===== src/rtl/fp_wb_queue.sv =====
// Writeback buffer behind the FP execution unit: captures completed results in order,
// hands them to the register-file writeback port, accumulates sticky fflags and gives issue credit.
module fp_wb_queue #(
  parameter int unsigned DEPTH   = 4,
  parameter int unsigned XLEN    = 64,
  parameter int unsigned RESERVE = 2
) (
  input  logic                     clock,
  input  logic                     rst_n,
  input  logic                     clear,
  input  logic                     in_valid,
  input  logic [XLEN-1:0]          in_result,
  input  logic [4:0]               in_flags,
  input  logic [4:0]               in_waddr,
  input  logic                     in_int_dest,
  output logic                     wb_valid,
  input  logic                     wb_ready,
  output logic [XLEN-1:0]          wb_result,
  output logic [4:0]               wb_waddr,
  output logic                     wb_int_dest,
  output logic [4:0]               wb_flags,
  output logic [4:0]               fflags_acc,
  input  logic                     fflags_clr,
  output logic                     issue_ok,
  output logic [$clog2(DEPTH):0]   count,
  output logic                     overflow
);

  localparam int unsigned AW = $clog2(DEPTH);
  localparam int unsigned CW = AW + 1;

  logic [XLEN-1:0] res_mem   [DEPTH];
  logic [4:0]      flags_mem [DEPTH];
  logic [4:0]      waddr_mem [DEPTH];
  logic            intd_mem  [DEPTH];

  logic [AW-1:0] rd_ptr_q, rd_ptr_d;
  logic [AW-1:0] wr_ptr_q, wr_ptr_d;
  logic [CW-1:0] count_q, count_d;
  logic [4:0]    fflags_q, fflags_d;
  logic          overflow_q, overflow_d;
  logic          issue_ok_q, issue_ok_d;

  logic full, push, pop;

  always_comb begin
    full     = (count_q == CW'(DEPTH));
    wb_valid = (count_q != '0);
    pop      = wb_valid && wb_ready && !clear;
    // A pop in the same cycle frees the slot, so a full queue can still accept.
    push     = in_valid && !clear && (!full || pop);

    rd_ptr_d = rd_ptr_q;
    wr_ptr_d = wr_ptr_q;
    count_d  = count_q;
    if (clear) begin
      rd_ptr_d = '0;
      wr_ptr_d = '0;
      count_d  = '0;
    end else begin
      if (pop)  rd_ptr_d = rd_ptr_q + AW'(1);
      if (push) wr_ptr_d = wr_ptr_q + AW'(1);
      if (push && !pop)      count_d = count_q + CW'(1);
      else if (pop && !push) count_d = count_q - CW'(1);
    end

    fflags_d = fflags_q;
    if (pop)             fflags_d = (fflags_clr ? 5'b0 : fflags_q) | wb_flags;
    else if (fflags_clr) fflags_d = '0;

    overflow_d = overflow_q | (in_valid && !clear && full && !pop);
    issue_ok_d = (32'(count_d) + RESERVE) < DEPTH;
  end

  always_ff @(posedge clock or negedge rst_n) begin
    if (!rst_n) begin
      rd_ptr_q   <= '0;
      wr_ptr_q   <= '0;
      count_q    <= '0;
      fflags_q   <= '0;
      overflow_q <= 1'b0;
      issue_ok_q <= 1'b1;
    end else begin
      rd_ptr_q   <= rd_ptr_d;
      wr_ptr_q   <= wr_ptr_d;
      count_q    <= count_d;
      fflags_q   <= fflags_d;
      overflow_q <= overflow_d;
      issue_ok_q <= issue_ok_d;
    end
  end

  // Storage is intentionally not reset; occupancy is governed by count alone.
  always_ff @(posedge clock) begin
    if (push) begin
      res_mem[wr_ptr_q]   <= in_result;
      flags_mem[wr_ptr_q] <= in_flags;
      waddr_mem[wr_ptr_q] <= in_waddr;
      intd_mem[wr_ptr_q]  <= in_int_dest;
    end
  end

  always_comb begin
    wb_result   = res_mem[rd_ptr_q];
    wb_flags    = flags_mem[rd_ptr_q];
    wb_waddr    = waddr_mem[rd_ptr_q];
    wb_int_dest = intd_mem[rd_ptr_q];
    fflags_acc  = fflags_q;
    overflow    = overflow_q;
    issue_ok    = issue_ok_q;
    count       = count_q;
  end

endmodule


===== config.mk =====
export PLATFORM = sky130hd
export DESIGN_NAME = fp_wb_queue
export DESIGN_NICKNAME = d
export VERILOG_FILES = /design/src/rtl/fp_wb_queue.sv
export SDC_FILE = /design/constraint.sdc
export NUM_CORES = 1
export LEC_CHECK = 0
export BUFFER_PORTS_ARGS = -buffer_cell sky130_fd_sc_hd__buf_2
export CAP_MARGIN = 20
export CORE_MARGIN = 2
export CORE_UTILIZATION = 25
export CTS_BUF_LIST = sky130_fd_sc_hd__clkbuf_4 sky130_fd_sc_hd__clkbuf_8
export CTS_CLUSTER_DIAMETER = 50
export DETAILED_ROUTE_END_ITERATION = 8
export GPL_ROUTABILITY_DRIVEN = 1
export PLACE_DENSITY = 0.47
export SETUP_SLACK_MARGIN = 0.1
export SKIP_CTS_REPAIR_TIMING = 1
export SLEW_MARGIN = 40
export SYNTH_ARGS = -nofsm -noshare
export SYNTH_HDL_FRONTEND = slang
export SYNTH_SLANG_ARGS = --single-unit

===== constraint.sdc =====
create_clock -name clock -period 3.4 [get_ports clock]
set_clock_uncertainty 0.05 [all_clocks]
set_input_delay 0.68 -clock clock [delete_from_list [all_inputs] [get_ports clock]]
set_output_delay 0.68 -clock clock [all_outputs]
set_load 0.02 [all_outputs]

==> reports/summary.txt, run 1 <==
status -> complete, no violations
clock buffer depth -> 3
synthesis-to-layout area growth -> 25.2%
fin nets -> 780
PwrDens -> 710 nW/µm²
#FFs+latches synth -> 314
slew margin rel. -> 0.598
die area -> 48400 µm²
Finished Cell Area -> 14600 µm²
synth warn -> 0
Leakage Power -> 4.93 nW
Syn Area/Cell -> 24.8 µm²
Mapped Cells -> 469
row count -> 79
I/O Pins -> 167
Yosys cell types -> 35
largest net degree at the start of global routing -> 76
Vias -> 5598
Routed WL -> 25.9 mm
post-layout util -> 0.315
placed cell areas -> 13300 µm²
setup violators final -> 0
Core ar. -> 46300 µm²
CP endpoint kind -> output port
Starting DRT DRC Count -> 313
Slew Limit Fails -> 0
insertion delay to the later sink of the worst-skew pair -> 0.62 ns
final worst-path setup slack -> 0.345 ns
DR vias/cell -> 4.17
fraction of layout cells with a size suffix above 1 -> 0.482
PortBufs -> 166
Required @ worst endpoint -> 2.67 ns
Syn Nets -> 557
DRT antenna net count -> 0
die span in y -> 220 µm
RSZ-0062 raised after global routing -> no
Startpoint Class -> flip-flop
clock sink total -> 314
Worst-Margin Slew -> 0.601 ns
wire per inst -> 19.3 µm
routability cong. -> 0.711
H-tree depth -> 2
CTS buffer count -> 59
Max rail drop VDD -> 0.452 mV
Place WS -> 0.748 ns
most common cell after layout, fill and taps aside -> edfxtp_1
CTS tree -> yes
FMAX -> 0.327 GHz
initial antenna violation count -> 4
fillers -> 4493
ANT cells -> 0
total track usage -> 0.107
final hold violation count -> 0
Worst Setup Path Type -> flip-flop to output port
TritonRoute pass-1 iters -> 4
clk slew on worst S/H paths -> 0.06 ns
die width -> 220 µm
first-pass GRT wire length -> 37.9 mm
post-DP HPWL -> 14.3 mm
commonest non-fill, non-tap cells in the layout -> 300 x edfxtp_1, 166 x buf_2, 71 x mux4_2
Max Cap Viol -> 0
Initial Util -> 0.252
Overflow after GRT -> 0
drt drc -> 0
CP max FO -> 23
Seq/Total Area, Yosys -> 0.803
Hold Crit Class -> input port to flip-flop
Tmin final -> 3.06 ns
WP data arrival -> 2.33 ns
final worst path period share -> 0.899
vias in the first global route -> 6136
Post-Syn Area -> 11700 µm²
CTS root buffer -> clkbuf_8
setup_tns -> 0 ns
## report_power, final
part	switching, mW	internal, mW	total (mW)	leakage [nW]
clock	1.60	2.32	3.91	0.654
sequential	0.0995	4.43	4.53	2.91
combinational	1.09	0.819	1.91	1.38
total	2.79	7.56	10.4	4.93
## cell families (layout without fill, tap and decap cells)
group | Yosys count | in the layout | share of synthesized area
adders and majority gates | 7 | 7 | 0.00752
AOI/OAI and AO/OA | 17 | 17 | 0.0121
xor gates and xnor gates | 3 | 3 | 0.00226
buffers and inverters | 27 | 293 | 0.0159
muxes | 75 | 75 | 0.146
DFF | 314 | 314 | 0.803
and+or+nand+nor | 26 | 26 | 0.0128
## synthesized netlist by cell type
cell type / instances / area (µm²)
nand3_1: 1 / 5.00
a31o_2: 1 / 8.76
o31a_1: 1 / 8.76
nand2b_1: 2 / 12.5
mux4_1: 4 / 105
and3_1: 6 / 37.5
o31ai_1: 2 / 15.0
nand3b_1: 1 / 7.51
buf_4: 3 / 22.5
nor2_1: 4 / 15.0
ha_1: 7 / 87.6
o21ai_0: 1 / 5.00
o21a_1: 1 / 7.51
dfstp_2: 1 / 26.3
xnor2_1: 1 / 8.76
and2_1: 1 / 6.26
mux4_2: 71 / 1600
nor3b_1: 1 / 7.51
buf_2: 9 / 45.0
buf_12: 1 / 20.0
a22o_1: 5 / 43.8
a211o_1: 1 / 8.76
nor2b_1: 2 / 12.5
a221oi_2: 1 / 15.0
inv_1: 8 / 30.0
nor4bb_1: 1 / 10.0
a41o_1: 1 / 10.0
nor3_1: 2 / 10.0
nand2_1: 4 / 15.0
nor3_2: 1 / 10.0
xor2_1: 2 / 17.5
edfxtp_1: 300 / 9010
buf_6: 6 / 67.6
a31oi_1: 3 / 18.8
dfrtp_1: 13 / 325
## registers in the layout, indices dropped and copies added (netlist names), 2 cells and up
| signal | count |
|---|---|
| fflags_acc | 5 |
| waddr_mem | 20 |
| wr_ptr_q | 2 |
| flags_mem | 20 |
| count | 3 |
| res_mem | 256 |
| rd_ptr_q | 2 |
| intd_mem | 4 |
## layout make-up
class,count,area (µm²),share of cell area
tap,607,759,0.0520
inverter,8,30.0,0.00206
multi-input combinational,128,2130,0.146
sequential,314,9370,0.642
timing repair buffer,181,1050,0.0717
clock inverter,32,338,0.0232
clock buffer,72,922,0.0632
## worst paths after layout
path                                from        endpoint  slack, ns  depth (start not counted)
min in group asynchronous          rst_n        count[2]       0.45                          2
hold / removal             in_result[36]  res_mem[1][36]       0.22                          1
setup / recovery             rd_ptr_q[0]     wb_waddr[3]       0.34                          3
hold reg to reg                 overflow        overflow       0.41                          1
setup reg to reg                count[0]  res_mem[3][37]       1.16                          5
max in group asynchronous          rst_n        issue_ok       2.54                          2
## layer usage
layer	vias up	global-route usage	share of wire
met5	-	0	0.0018
met3	57	0.0413	0.077
met1	2912	0.131	0.42
met4	8	0.0443	0.024
li1	2458	-	-
met2	163	0.168	0.48
## critical path, cell delays in order (launching register included)
cell	delay (ns)
dfrtp_4	0.66
buf_12	0.29
mux4_2	0.54
buf_2	0.18
## per-stage QoR
stage / total power, mW / std cells / hold slack, ns
2_1_floorplan: 5.89 / 469 / 0.334
3_3_place_gp: 6.53 / 1236 / 0.403
3_5_place_dp: 6.54 / 1236 / 0.400
4_1_cts: 10.5 / 1340 / -0.159
5_1_grt: 10.9 / 1342 / 0.169
6_report: 10.4 / 1342 / 0.222
(Power assumes the default switching activity.)
==> run 2, diff against run 1 <==
CORE_UTILIZATION = 53   (was 25)
PLACE_DENSITY = 0.82   (was 0.47)
==> run 2 against run 1 <==
Clock-buffer cell count stayed put. Final area is 4.2% lower. Critical path type unchanged. Power is 6.9% lower.
==> reports/summary.txt, run 2 (synthesized netlist as in run 1, its figures left out) <==
status -> complete, no violations
Overflow after GRT -> 0
placed cell areas -> 12900 µm²
FMAX -> 0.327 GHz
Slew Limit Fails -> 0
Core ar. -> 21700 µm²
Leakage Power -> 4.84 nW
Buf+Inv Stages, Crit Path -> 2
Hold Crit Class -> input port to flip-flop
hold path depth -> 1
Multi-input gate area -> 2130 µm²
slew margin rel. -> 0.613
fin nets -> 770
CP endpoint kind -> output port
routability cong. -> 0.903
fillers -> 1431
first-pass GRT wire length -> 34.9 mm
Worst setup startpoint -> rd_ptr_q[0]
I/O Pins -> 167
register name with the most flops -> res_mem
R2R cell count -> 5
FF/Latch Area -> 9370 µm²
fraction of layout cells with a size suffix above 1 -> 0.479
vias in the first global route -> 6033
top flop regs -> res_mem (256), flags_mem (20), waddr_mem (20)
most common cell after layout, fill and taps aside -> edfxtp_1
slowest stage cell, crit path -> dfrtp_4
Vias -> 5589
flop-to-flop setup slack -> 1.05 ns
row count -> 54
final worst path period share -> 0.900
Max rail drop VDD -> 0.493 mV
Worst-Margin Slew -> 0.579 ns
RSZ-0062 raised after global routing -> no
H-tree depth -> 2
clock sink total -> 314
largest net degree at the start of global routing -> 50
CTS root buffer -> clkbuf_8
worst flop-to-flop path startpoint -> count[0]
Initial Util -> 0.537
PwrDens -> 689 nW/µm²
DRT antenna net count -> 0
die area -> 23200 µm²
final hold violation count -> 0
wire per inst -> 22.3 µm
WP data arrival -> 2.33 ns
Routed WL -> 22.4 mm
worst hold start -> in_result[44]
Critical Path Stages -> 3
RR Endpoint -> res_mem[1][38]
Tmin final -> 3.06 ns
Finished Cell Area -> 14000 µm²
die width -> 152 µm
Worst path max stage delay -> 0.63 ns
TritonRoute pass-1 iters -> 5
clock buffer depth -> 3
setup_tns -> 0 ns
CP top delay family -> flip-flops
CP max FO -> 14
hold worst-path end -> res_mem[1][44]
# placed instances -> 908
CTS tree -> yes
setup violators final -> 0
max FFs per register -> 256
post-DP HPWL -> 13.8 mm
synthesis-to-layout area growth -> 20.0%
PortBufs -> 166
DR vias/cell -> 5.56
insertion delay to the later sink of the worst-skew pair -> 0.56 ns
drt drc -> 0
commonest non-fill, non-tap cells in the layout -> 300 x edfxtp_1, 166 x buf_2, 71 x mux4_2
initial antenna violation count -> 6
CTS buffer count -> 50
Max Cap Viol -> 0
Worst Setup Path Type -> flip-flop to output port
post-layout util -> 0.645
CP Cell Sequence -> buf_4 > mux4_2 > buf_2
Non-Filler Instances -> 1006
Starting DRT DRC Count -> 508
Startpoint Class -> flip-flop
Required @ worst endpoint -> 2.67 ns
total track usage -> 0.195
die span in y -> 152 µm
hold slack -> 0.286 ns
clk slew on worst S/H paths -> 0.06 ns
[run 2: where the power goes]
group          total [mW]  internal (mW)  switching, mW  leakage, nW
Sequential           4.53           4.43          0.108         2.91
Clock                3.24           1.83           1.41        0.557
Combinational        1.86          0.815           1.05         1.38
Total                9.64           7.08           2.56         4.84
[run 2: layer usage]
metal / part of all wire / up-vias / GRT usage / routed length [µm]
met4: 0.023 / 4 / 0.0690 / 510
li1: - / 2443 / - / -
met2: 0.49 / 228 / 0.308 / 10900
met1: 0.41 / 2875 / 0.261 / 9270
met3: 0.077 / 39 / 0.0609 / 1730
met5: 0.00094 / - / 0 / 21
[run 2: how the worst max path moves through the flow]
stage / to
finish: wb_waddr[2]
global route: wb_result[44]
CTS: wb_waddr[2]
detailed placement: res_mem[2][36]
global placement: wb_waddr[2]
floorplan: flags_mem[0][0]
[run 2: through the flow]
| stage | setup slack, ns | power [mW] |
|---|---|---|
| floorplan | 0.860 | 5.89 |
| CTS | 0.121 | 9.70 |
| finish | 0.340 | 9.64 |
| global route | 0.212 | 10.0 |
| detailed placement | 0.654 | 6.46 |
| global placement | 0.782 | 6.41 |
[run 2: final cells by class]
type	instances	share of cell area
diodes	4	0.000716
well taps	280	0.0251
repair buffers	180	0.0757
multi-input cells	128	0.152
clock buffers	72	0.0633
flip-flops and latches	314	0.670
clock inverters	20	0.0108
inverters	8	0.00215
[run 2: worst register-to-register path: stages (launching register included)]
cell and delay (ns):
dfrtp_1 0.41, inv_1 0.09, ha_1 0.28, nand3b_1 0.24, and3_4 0.60, buf_4 0.35
==> run 3, diff against run 2 <==
CORE_UTILIZATION = 45   (was 53)
PLACE_DENSITY = 0.72   (was 0.82)
==> run 3 against run 2 <==
Critical endpoint is now wb_result[63]. Sequential power is 0.9% lower. Register-to-register slack better by 0.05 ns. Power is 3.1% lower. Combinational power hardly changed. Final cell count is 5.0% higher. Maximum frequency is 4.6% higher. Sequential cell count stayed put.
==> reports/summary.txt, run 3 (synthesized netlist as in run 1, its figures left out) <==
max FFs per register -> 256
CTS buffer count -> 51
Switching Fraction -> 0.272
first-pass GRT wire length -> 33.7 mm
CP top delay family -> multiplexers
Required @ worst endpoint -> 2.67 ns
I/O Pins -> 167
DR vias/cell -> 5.20
insertion delay to the later sink of the worst-skew pair -> 0.55 ns
Worst Setup Path Type -> flip-flop to output port
Overflow after GRT -> 0
largest net degree at the start of global routing -> 50
Flop pwr share -> 0.480
Buf+Inv Stages, Crit Path -> 2
wire per inst -> 20.9 µm
slowest stage cell, crit path -> mux4_1
setup_tns -> 0 ns
fraction of layout cells with a size suffix above 1 -> 0.466
die width -> 165 µm
Clk network pwr share -> 0.319
vias in the first global route -> 5989
RSZ-0062 raised after global routing -> no
clock buffer depth -> 3
Max rail drop VDD -> 0.405 mV
Leakage Power -> 4.78 nW
Slew Limit Fails -> 0
drt drc -> 0
Startpoint Class -> flip-flop
commonest non-fill, non-tap cells in the layout -> 300 x edfxtp_1, 166 x buf_2, 71 x mux4_2
Vias -> 5494
PortBufs -> 166
Worst path max stage delay -> 0.62 ns
TritonRoute pass-1 iters -> 4
gr busiest metal -> met2
net switching power -> 2.54 mW
internal power -> 6.80 mW
top flop regs -> res_mem (256), flags_mem (20), waddr_mem (20)
Comb power frac -> 0.200
routing usage on met1 -> 0.224
CP endpoint kind -> output port
CP Cell Sequence -> buf_12 > mux4_1 > buf_2
CTS tree -> yes
status -> complete, no violations
setup violators final -> 0
initial antenna violation count -> 4
CTS root buffer -> clkbuf_8
Core ar. -> 25300 µm²
synthesis-to-layout area growth -> 19.7%
die span in y -> 165 µm
clock sink total -> 314
post-DP HPWL -> 13.6 mm
grt met3 use -> 0.0460
fin nets -> 771
routability cong. -> 0.813
Tmin final -> 2.92 ns
slew margin rel. -> 0.629
DRT antenna net count -> 0
final worst path period share -> 0.860
GRT met2 Usage -> 0.262
Design Power -> 9.34 mW
clk slew on worst S/H paths -> 0.06 ns
final hold violation count -> 0
most common cell after layout, fill and taps aside -> edfxtp_1
CP max FO -> 49
row count -> 58
WP data arrival -> 2.19 ns
total track usage -> 0.165
PwrDens -> 670 nW/µm²
Starting DRT DRC Count -> 404
Max Cap Viol -> 0
hold slack -> 0.294 ns
FMAX -> 0.342 GHz
die area -> 27200 µm²
Hold Crit Class -> input port to flip-flop
register name with the most flops -> res_mem
H-tree depth -> 2
Initial Util -> 0.460
Worst-Margin Slew -> 0.555 ns
Routed WL -> 22.1 mm
==> run 3: worst register-to-register path, cell delays in order, from the launching register on <==
cell and delay [ns]:
dfrtp_1 0.42, inv_1 0.10, ha_1 0.28, nand3b_1 0.22, and3_4 0.51, buf_4 0.39
==> run 3: layer usage <==
layer	vias to the layer above	share of wire
li1	2456	-
met2	197	0.49
met4	0	0.016
met5	-	0
met3	38	0.073
met1	2803	0.42
==> run 3: area by class of cell <==
class | instances | area, µm²
diodes | 3 | 7.51
clock buffers | 65 | 820
clock inverters | 28 | 131
fillers | 1905 | 11400
inverters | 8 | 30.0
multi-input cells | 128 | 2130
flip-flops and latches | 314 | 9370
well taps | 330 | 413
repair buffers | 180 | 1050
==> run 3: through the flow <==
step                setup slack [ns]  instance area (µm²)  std cells   util
detailed placement             0.745                13000        959  0.512
finish                         0.476                13900       1056  0.551
global route                   0.327                13900       1054  0.551
global placement               0.831                13000        959  0.512
floorplan                      0.860                11700        469      -
CTS                            0.399                13900       1052  0.550
==> run 3: path summary, 6_finish.rpt <==
path	from	endpoint	slack, ns	cells past startpoint
worst max register to register	count[0]	res_mem[2][52]	1.10	5
worst min-delay path	in_flags[1]	flags_mem[0][1]	0.29	1
max in group asynchronous	rst_n	issue_ok	2.51	2
min in group asynchronous	rst_n	overflow	0.50	2
worst max-delay path	rd_ptr_q[0]	wb_result[63]	0.48	3
worst min register to register	overflow	overflow	0.46	1
==> run 3: power groups by stage <==
| stage | Sequential [mW] | Combinational [mW] | Clock (mW) |
|---|---|---|---|
| 2_1_floorplan | 4.59 | 1.30 | 0 |
| 3_3_place_gp | 4.56 | 1.87 | 0 |
| 3_5_place_dp | 4.57 | 1.90 | 0 |
| 4_1_cts | 4.49 | 1.91 | 3.07 |
| 5_1_grt | 4.50 | 2.02 | 3.24 |
| 6_report | 4.49 | 1.87 | 2.98 |
